`src/rtl/rps_round_ctrl.sv`:
```
// Rock-paper-scissors round controller: debounced button, first-order move predictor,
// judging and scoring, and a start/done handshake to the hand-image renderer.
module rps_round_ctrl #(
    parameter int DEBOUNCE_CYCLES = 500000
) (
    input  logic       CLOCK_50,
    input  logic       reset_n,
    input  logic       go_n,
    input  logic [1:0] user_move,
    output logic [3:0] choice,
    output logic       draw_start,
    input  logic       draw_done,
    output logic [1:0] result,
    output logic [3:0] score_u,
    output logic [3:0] score_c,
    output logic       busy
);
    localparam int               CNT_W    = $clog2(DEBOUNCE_CYCLES + 1);
    localparam logic [CNT_W-1:0] CNT_LAST = CNT_W'(DEBOUNCE_CYCLES - 1);

    localparam logic [1:0] MV_ROCK    = 2'b00;
    localparam logic [1:0] MV_SCISSOR = 2'b01;
    localparam logic [1:0] MV_PAPER   = 2'b10;
    localparam logic [1:0] MV_INVALID = 2'b11;

    localparam logic [1:0] RES_TIE  = 2'b00;
    localparam logic [1:0] RES_USER = 2'b01;
    localparam logic [1:0] RES_COMP = 2'b10;

    localparam logic [2:0] S_IDLE      = 3'd0;
    localparam logic [2:0] S_PREDICT   = 3'd1;
    localparam logic [2:0] S_JUDGE     = 3'd2;
    localparam logic [2:0] S_LEARN     = 3'd3;
    localparam logic [2:0] S_DRAW      = 3'd4;
    localparam logic [2:0] S_WAIT_DONE = 3'd5;

    function automatic logic [1:0] beat(input logic [1:0] m);
        case (m)
            MV_ROCK:    beat = MV_PAPER;
            MV_SCISSOR: beat = MV_ROCK;
            default:    beat = MV_SCISSOR;
        endcase
    endfunction

    function automatic logic beats(input logic [1:0] a, input logic [1:0] b);
        beats = (a == MV_ROCK    && b == MV_SCISSOR) ||
                (a == MV_SCISSOR && b == MV_PAPER)   ||
                (a == MV_PAPER   && b == MV_ROCK);
    endfunction

    function automatic logic [3:0] sat_inc4(input logic [3:0] v);
        sat_inc4 = (v == 4'hF) ? v : v + 4'd1;
    endfunction

    logic             sync_p0, sync_p1;
    logic             btn_lvl;
    logic [CNT_W-1:0] deb_cnt;
    logic             press;

    logic [2:0]       state;
    logic [1:0]       u_lat;
    logic [1:0]       comp;
    logic [1:0]       prev_u;
    logic             prev_valid;
    logic [3:0]       tbl [0:2][0:2];
    logic [1:0]       pred;

    // Synchronizer and debounce: press is a one-cycle pulse on the debounced fall
    always_ff @(posedge CLOCK_50 or negedge reset_n) begin
        if (!reset_n) begin
            sync_p0 <= 1'b1;
            sync_p1 <= 1'b1;
            btn_lvl <= 1'b1;
            deb_cnt <= '0;
            press   <= 1'b0;
        end else begin
            sync_p0 <= go_n;
            sync_p1 <= sync_p0;
            press   <= 1'b0;
            if (sync_p1 == btn_lvl) begin
                deb_cnt <= '0;
            end else if (deb_cnt == CNT_LAST) begin
                deb_cnt <= '0;
                btn_lvl <= sync_p1;
                press   <= btn_lvl;
            end else begin
                deb_cnt <= deb_cnt + 1'b1;
            end
        end
    end

    // Argmax of the row for the previous move; ties resolve rock, then scissor, then paper
    always_comb begin
        pred = MV_PAPER;
        if (tbl[prev_u][0] >= tbl[prev_u][1] && tbl[prev_u][0] >= tbl[prev_u][2])
            pred = MV_ROCK;
        else if (tbl[prev_u][1] >= tbl[prev_u][2])
            pred = MV_SCISSOR;
    end

    assign busy = (state != S_IDLE);

    always_ff @(posedge CLOCK_50 or negedge reset_n) begin
        if (!reset_n) begin
            state      <= S_IDLE;
            u_lat      <= MV_ROCK;
            comp       <= MV_ROCK;
            prev_u     <= MV_ROCK;
            prev_valid <= 1'b0;
            choice     <= '0;
            draw_start <= 1'b0;
            result     <= RES_TIE;
            score_u    <= '0;
            score_c    <= '0;
            for (int i = 0; i < 3; i++)
                for (int j = 0; j < 3; j++)
                    tbl[i][j] <= '0;
        end else begin
            draw_start <= 1'b0;
            case (state)
                S_IDLE: begin
                    if (press && user_move != MV_INVALID) begin
                        u_lat <= user_move;
                        state <= S_PREDICT;
                    end
                end
                S_PREDICT: begin
                    comp  <= beat(pred);
                    state <= S_JUDGE;
                end
                S_JUDGE: begin
                    if (u_lat == comp) begin
                        result <= RES_TIE;
                    end else if (beats(u_lat, comp)) begin
                        result  <= RES_USER;
                        score_u <= sat_inc4(score_u);
                    end else begin
                        result  <= RES_COMP;
                        score_c <= sat_inc4(score_c);
                    end
                    state <= S_LEARN;
                end
                S_LEARN: begin
                    // A full counter halves its whole row so relative frequencies survive
                    if (prev_valid) begin
                        if (tbl[prev_u][u_lat] == 4'hF) begin
                            for (int j = 0; j < 3; j++)
                                tbl[prev_u][j] <= tbl[prev_u][j] >> 1;
                            tbl[prev_u][u_lat] <= (tbl[prev_u][u_lat] >> 1) + 4'd1;
                        end else begin
                            tbl[prev_u][u_lat] <= tbl[prev_u][u_lat] + 4'd1;
                        end
                    end
                    prev_u     <= u_lat;
                    prev_valid <= 1'b1;
                    choice     <= {comp, u_lat};
                    draw_start <= 1'b1;
                    state      <= S_DRAW;
                end
                S_DRAW: begin
                    state <= S_WAIT_DONE;
                end
                S_WAIT_DONE: begin
                    if (draw_done)
                        state <= S_IDLE;
                end
                default: state <= S_IDLE;
            endcase
        end
    end
endmodule

```
`config.mk`:
```
export PLATFORM = sky130hd
export DESIGN_NAME = rps_round_ctrl
export DESIGN_NICKNAME = d
export VERILOG_FILES = /design/src/rtl/rps_round_ctrl.sv
export SDC_FILE = /design/constraint.sdc
export NUM_CORES = 1
export LEC_CHECK = 0
export ABC_AREA = 1
export CAP_MARGIN = 10
export CORE_AREA = 2 2 174 91
export CTS_BUF_LIST = sky130_fd_sc_hd__clkbuf_4
export DETAILED_ROUTE_END_ITERATION = 8
export DIE_AREA = 0 0 176 93
export SETUP_SLACK_MARGIN = 0.05
export SLEW_MARGIN = 30
export SYNTH_ARGS = -nofsm -noshare
export SYNTH_HDL_FRONTEND = slang
export SYNTH_SLANG_ARGS = --single-unit
```
`constraint.sdc`:
```
create_clock -name CLOCK_50 -period 2.35 [get_ports CLOCK_50]
set_input_delay 0.47 -clock CLOCK_50 [delete_from_list [all_inputs] [get_ports CLOCK_50]]
set_output_delay 0.47 -clock CLOCK_50 [all_outputs]
set_load 0.01 [all_outputs]
```
==> results of run 1 <==
-- state kept, by name, indices dropped and copies added (netlist names), 2 cells and up --
register  flops
deb_cnt      19
u_lat         2
state         3
score_c       4
score_u       4
comp          2
result        2
tbl          36
choice        3
-- final timing paths --
path | slack (ns) | cells past startpoint | end
min reg2reg | 0.37 | 0 | sync_p1$_DFF_PN1_
min | 0.37 | 0 | sync_p1$_DFF_PN1_
min in group asynchronous | 0.43 | 2 | tbl[28]$_DFFE_PN0P_
max in group asynchronous | 1.29 | 3 | prev_u[0]$_DFFE_PN0P_
max reg2reg | 0.05 | 15 | tbl[34]$_DFFE_PN0P_
max | 0.05 | 15 | tbl[34]$_DFFE_PN0P_
-- cells in the mapped netlist, types with 2 or more instances --
cell type	n
buf_4	4
mux2_2	2
nand2_1	202
o21ai_1	8
nand2_2	4
clkbuf_1	2
nand3_2	7
dfstp_2	3
ha_1	17
inv_2	8
buf_2	3
nand3_1	89
or2_2	2
buf_6	3
nor3b_1	2
nor2_4	2
o211ai_1	2
xor2_1	6
nor4_1	2
xnor2_1	6
nand3b_1	3
nand4_1	16
dfrtp_1	79
inv_1	60
inv_4	2
a21oi_1	26
nor2_1	59
a21boi_0	2
mux2i_1	3
nor2_2	3
a211oi_1	2
o21ai_0	41
nor3_1	13
-- per-layer routing --
metal  global-route usage  part of all wire  vias to the layer above
met5                    0                 0                        -
met4               0.0399            0.0071                        0
met3               0.0520              0.11                       19
met2                0.252              0.35                      249
met1                0.364              0.53                     2482
li1                     -                 -                     2510
-- what timing repair did --
action | 4_1_cts | 5_1_grt
hold buffers | 1 | 0
cloned | 0 | 1
pin swaps | 2 | 43
setup endpoints to repair | 38 | 40
resized for setup | 29 | 110
setup buffers | 10 | 9
endpoints found under the hold margin | 18 | 0
-- kinds of logic after synthesis --
group                      share of synthesized area
buffers and inverters                         0.0707
DFF                                            0.406
muxes                                         0.0104
AOI/OAI and AO/OA                             0.0883
xor gates and xnor gates                      0.0208
and+or+nand+nor                                0.362
adders and majority gates                     0.0420
-- layout by cell type, fill, tap and decap left out, types with 8 or more instances in the layout --
| cell | synthesis | layout |
|---|---|---|
| nand3_2 | 7 | 22 |
| nand3_4 | 1 | 9 |
| inv_1 | 60 | 57 |
| inv_2 | 8 | 10 |
| nand3_1 | 89 | 66 |
| nor3_1 | 13 | 12 |
| buf_6 | 3 | 14 |
| nand2_4 | 0 | 10 |
| o21ai_1 | 8 | 15 |
| a21oi_2 | 0 | 8 |
| dfrtp_1 | 79 | 77 |
| o21ai_0 | 41 | 32 |
| nor2_1 | 59 | 49 |
| nand4_1 | 16 | 16 |
| nor2_2 | 3 | 11 |
| clkbuf_4 | 0 | 9 |
| clkdlybuf4s50_1 | 0 | 20 |
| buf_4 | 4 | 70 |
| nand2_2 | 4 | 27 |
| ha_1 | 17 | 11 |
| a21oi_1 | 26 | 18 |
| nand2_1 | 202 | 169 |
-- area by class of cell --
cell class	instances	area, um2
Multi-Input combinational cell	526	3110
Inverter	70	273
Timing Repair Buffer	113	1050
Tap cell	204	255
Sequential cell	82	2060
Fill cell	1466	8050
Clock inverter	7	63.8
Clock buffer	9	67.6
-- worst max-delay path, stage by stage, from the launching register on --
cell and delay (ns):
dfrtp_2 0.49, buf_6 0.14, nor2_4 0.23, nand2_1 0.10
nand3_2 0.09, nand2_2 0.09, nand3_4 0.12, buf_6 0.11
ha_4 0.13, inv_2 0.03, nand4_1 0.18, buf_12 0.17
nand3_2 0.06, nand2_1 0.07, nand2_1 0.06, a21oi_2 0.13
-- stage by stage --
stage / setup WS (ns) / util / TNS (ns) / hold WS, ns
floorplan: 0.131 / - / 0 / 0.174
global placement: -0.199 / 0.405 / -2.15 / 0.351
detailed placement: -0.228 / 0.405 / -2.80 / 0.351
CTS: 0.0279 / 0.427 / 0 / 0.371
global route: -0.0451 / 0.461 / -0.461 / 0.375
finish: 0.0530 / 0.461 / 0 / 0.372
-- power by group through the flow --
stage	registers, mW	clock network (mW)	logic (mW)
after floorplan	1.66	0	0.564
after global placement	1.67	0	1.19
after detailed placement	1.67	0	1.19
after CTS	1.65	0.842	1.23
after global routing	1.68	0.899	1.44
final	1.66	0.813	1.35
==> impl_metrics.yaml, run 1 <==
outcome:
  outcome: "complete, no violations"
synthesis:
  yosysTopAreaCell: "dfrtp_1"
  synth_edf_count: 0
  ys_warn_count: 0
  synth-seq-cells: 82
  synthFlopType: "dfrtp_1"
  netlist_area_um2: 5060
  syn_inst: 691
  async_flop_share: 1.00
  synth_top_cell_area_share: 0.391
  syn_area_per_cell_um2: 7.32
  syn_nets: 714
  synthTopCellsByArea: "dfrtp_1, nand2_1, nand3_1"
  ys_seq_area_frac: 0.406
  synth.distinct_cells: 41
cts:
  clockRootBuffer: "clkbuf_4"
  cts.clk_slew.worst_paths_ns: 0.14
  cts.htree.levels: 3
  clockBufferDepth: 2
  cts_tree: "done"
  cts_buffers: 9
  clk_latency_ns: 0.47
  clock_sinks: 82
setup_path:
  setup.worst_path.class: "reg2reg"
  path_max_fanout: 7
  cp.arrival_ns: 2.69
  start_kind: "flop"
  crit_required_ns: 2.74
  r2r-start: "choice[1]$_DFFE_PN0P_"
  end_kind: "flop"
  critPathLaunch: "choice[1]$_DFFE_PN0P_"
power_and_ir_drop:
  p_leak_nw: 3.34
  power.density_nw_per_um2: 555
  finalPower_mw: 3.82
  p_clk_frac: 0.213
  sequentialPowerShare: 0.434
  peakVddDrop_mv: 0.291
  p_sw_frac: 0.387
  p_int_mw: 2.34
  switchingPower_mw: 1.48
  p_comb_frac: 0.353
sta:
  worstMarginPinSlew_ns: 0.590
  hold_viol: 0
  clock_skew_ns: 0.0310
  slew_headroom: 0.605
  rsz0062_at_grt: "yes"
  min_period_ns: 2.30
  setup_viol: 0
  slew_violations: 0
  fmax_mhz: 435
  period_share: 0.977
layout:
  final_area_um2: 6880
  nets: 825
  syn_to_final_growth_pct: 36.0
  num_antenna_cells: 0
  instances_no_fill: 1011
  drive_above_1_share: 0.289
grt:
  grt_overflow: 0
  grt_max_degree: 38
  antenna_found_initial: 0
  grt_pass1_wl_um: 26500
  grtUsageTotal: 0.213
  grt_pass1_vias: 4696
routing:
  drt-total-wl_um: 17200
  routed-via-count: 5260
  vias_per_cell: 5.20
  firstDrtPassIters: 7
  drc_errors: 0
  ant_nets: 0
  wl_per_cell_um: 17.0
  first_iter_violations: 540
place:
  dp_hpwl_um: 12800
  portBuffers: 21
  gp_congestion: 1.04
  place_inst: 976
  dpl_cell_area_um2: 6060
min_path:
  hp-class: "reg2reg"
  min_from: "sync_p0$_DFF_PN1_"
floorplanning:
  die_h_um: 93
  coreArea_um2: 14900
  ios: 22
  die-area_um2: 16400
  start_util: 0.339
  die_x_um: 176
  rows: 32
job:
  drv_cap: 0
No activity file was read; power rests on OpenSTA's default activity.
==> run 2: changes to the inputs <==
- clock period: 2.35 -> 2.6 ns (I/O delays scaled with it)
==> run 2 against run 1 <==
First-iteration DRC count down 1.7%. Routed wire length shrank 9.4%. Non-clock buffer count fell by 50. Sequential cell count stayed put. Critical path depth fell by 1. Setup slack gained 0.089 ns. Hold slack lost 0.32 ns. Clock power up 11%.
==> impl_metrics.yaml, run 2 (synthesized netlist as in run 1, its figures left out) <==
outcome:
  outcome: "complete, no violations"
layout:
  largest_registers: "tbl (36), deb_cnt (19)"
  instances_no_fill: 961
  regMostFlops: "tbl"
  regArea_um2: 2060
  largest_reg_flops: 36
  mostFrequentLayoutCells: "nand2_1, nand3_1, dfrtp_1"
  syn_to_final_growth_pct: 19.1
  multi_input_area_um2: 2710
  final_area_um2: 6030
  final_common_cell: "nand2_1"
  num-fill-cells: 1536
  num_antenna_cells: 0
  drive_above_1_share: 0.152
  nets: 775
setup_path:
  path_max_fanout: 9
  cp.arrival_ns: 2.80
  crit_required_ns: 2.94
  r2r-start: "prev_u[0]$_DFFE_PN0P_"
  worstRegToRegCells: 14
  setup.worst_path.class: "reg2reg"
  r2r-end: "tbl[6]$_DFFE_PN0P_"
  start_kind: "flop"
  end_kind: "flop"
  reg2reg_slack_ns: 0.14
sta:
  fmax_mhz: 407
  hold_viol: 0
  fin_setup_tns_ns: 0
  slew_violations: 0
  worstMarginPinSlew_ns: 0.641
  min_period_ns: 2.46
  period_share: 0.945
  rsz0062_at_grt: "yes"
  clock_skew_ns: 0.0346
  slew_headroom: 0.571
  setup_viol: 0
power_and_ir_drop:
  sequentialPowerShare: 0.436
  peakVddDrop_mv: 0.227
  switchingPower_mw: 1.18
  power.density_nw_per_um2: 566
  p_int_mw: 2.22
  p_sw_frac: 0.348
  p_clk_frac: 0.264
  p_leak_nw: 2.87
  p_comb_frac: 0.300
routing:
  ant_nets: 0
  first_iter_violations: 531
  firstDrtPassIters: 7
  drc_errors: 0
  drt-total-wl_um: 15600
  vias_per_cell: 5.18
  wl_per_cell_um: 16.3
  routed-via-count: 4975
grt:
  grtUsageTotal: 0.201
  antenna_found_initial: 0
  grt_overflow: 0
  grt_max_degree: 83
  grt_pass1_wl_um: 25000
  grt_pass1_vias: 4492
place:
  place_inst: 944
  dpl_cell_area_um2: 5780
  gp_congestion: 1.03
  portBuffers: 21
  dp_hpwl_um: 11900
floorplanning:
  die-area_um2: 16400
  die_h_um: 93
  rows: 32
  ios: 22
  die_x_um: 176
  start_util: 0.339
  coreArea_um2: 14900
cts:
  cts_tree: "done"
  clock_sinks: 82
  cts.clk_slew.worst_paths_ns: 0.15
  clk_latency_ns: 0.48
  cts_buffers: 9
  cts_hold_buffers: 0
  clockBufferDepth: 2
  cts.htree.levels: 3
  clockRootBuffer: "clkbuf_4"
min_path:
  hp-class: "in2async"
job:
  drv_cap: 0
==> run 2: cell count changes in the layout (fill, tap and decap cells not counted), moves of 10 or more <==
| cell | delta |
|---|---|
| buf_4 | -32 |
| nand2_1 | +21 |
| nand3_1 | +20 |
| nand3_2 | -13 |
| buf_6 | -12 |
| nand2_2 | -11 |
| nand2_4 | -10 |
==> run 2: area by class of cell <==
type / instances / share of cell area
clock inverters: 7 / 0.0164
repair buffers: 63 / 0.0943
clock buffers: 9 / 0.0112
well taps: 204 / 0.0424
inverters: 70 / 0.0449
multi-input cells: 526 / 0.450
flip-flops and latches: 82 / 0.341
==> run 2: timing repair <==
| item | in CTS | in global routing |
|---|---|---|
| setup endpoints to repair | 0 | 37 |
| gates resized for setup | 0 | 26 |
| buffers inserted | 0 | 1 |
| hold endpoints to repair | 0 | 0 |
==> run 2: per-layer routing <==
layer / wire (um) / vias to the layer above / GRT usage
met4: 181 / 0 / 0.0399
li1: - / 2414 / -
met3: 2140 / 32 / 0.0988
met5: 0 / - / 0
met1: 8180 / 2268 / 0.323
met2: 5120 / 261 / 0.223
==> run 2: metrics by stage <==
| step | util | power (mW) | hold WS (ns) | setup WS (ns) |
|---|---|---|---|---|
| floorplan | - | 2.01 | 0.224 | 0.381 |
| global placement | 0.387 | 2.50 | 0.348 | 0.164 |
| detailed placement | 0.387 | 2.49 | 0.348 | 0.157 |
| CTS | 0.398 | 3.40 | 0.0518 | 0.138 |
| global route | 0.403 | 3.60 | 0.0633 | 0.0440 |
| finish | 0.403 | 3.41 | 0.0531 | 0.142 |
==> run 2: worst max path at each step <==
stage	slack (ns)	to	depth (start not counted)	start
final	0.14	tbl[6]$_DFFE_PN0P_	14	prev_u[0]$_DFFE_PN0P_
after global routing	0.04	tbl[26]$_DFFE_PN0P_	14	prev_u[0]$_DFFE_PN0P_
after CTS	0.14	tbl[6]$_DFFE_PN0P_	12	prev_u[0]$_DFFE_PN0P_
after detailed placement	0.16	tbl[22]$_DFFE_PN0P_	13	choice[1]$_DFFE_PN0P_
after global placement	0.16	tbl[22]$_DFFE_PN0P_	14	prev_u[0]$_DFFE_PN0P_
after floorplan	0.38	tbl[6]$_DFFE_PN0P_	15	choice[1]$_DFFE_PN0P_
==> run 2: worst max-delay path: stages (launching register included) <==
cell and delay (ns):
dfrtp_2 0.50, buf_4 0.16, buf_4 0.14, nand3_1 0.18, nand3_2 0.19, nand2_2 0.13, nand3_4 0.12, ha_2 0.22
inv_1 0.07, nand4_1 0.15, buf_12 0.19, nand3_1 0.06, o21ai_0 0.09, nand2_1 0.08, nand3_1 0.06
==> run 2: power by group through the flow <==
stage	registers, mW	clock network, mW	logic (mW)
finish	1.49	0.899	1.02
global placement	1.51	0	0.987
detailed placement	1.51	0	0.982
CTS	1.49	0.926	0.987
floorplan	1.50	0	0.510
global route	1.50	0.989	1.11
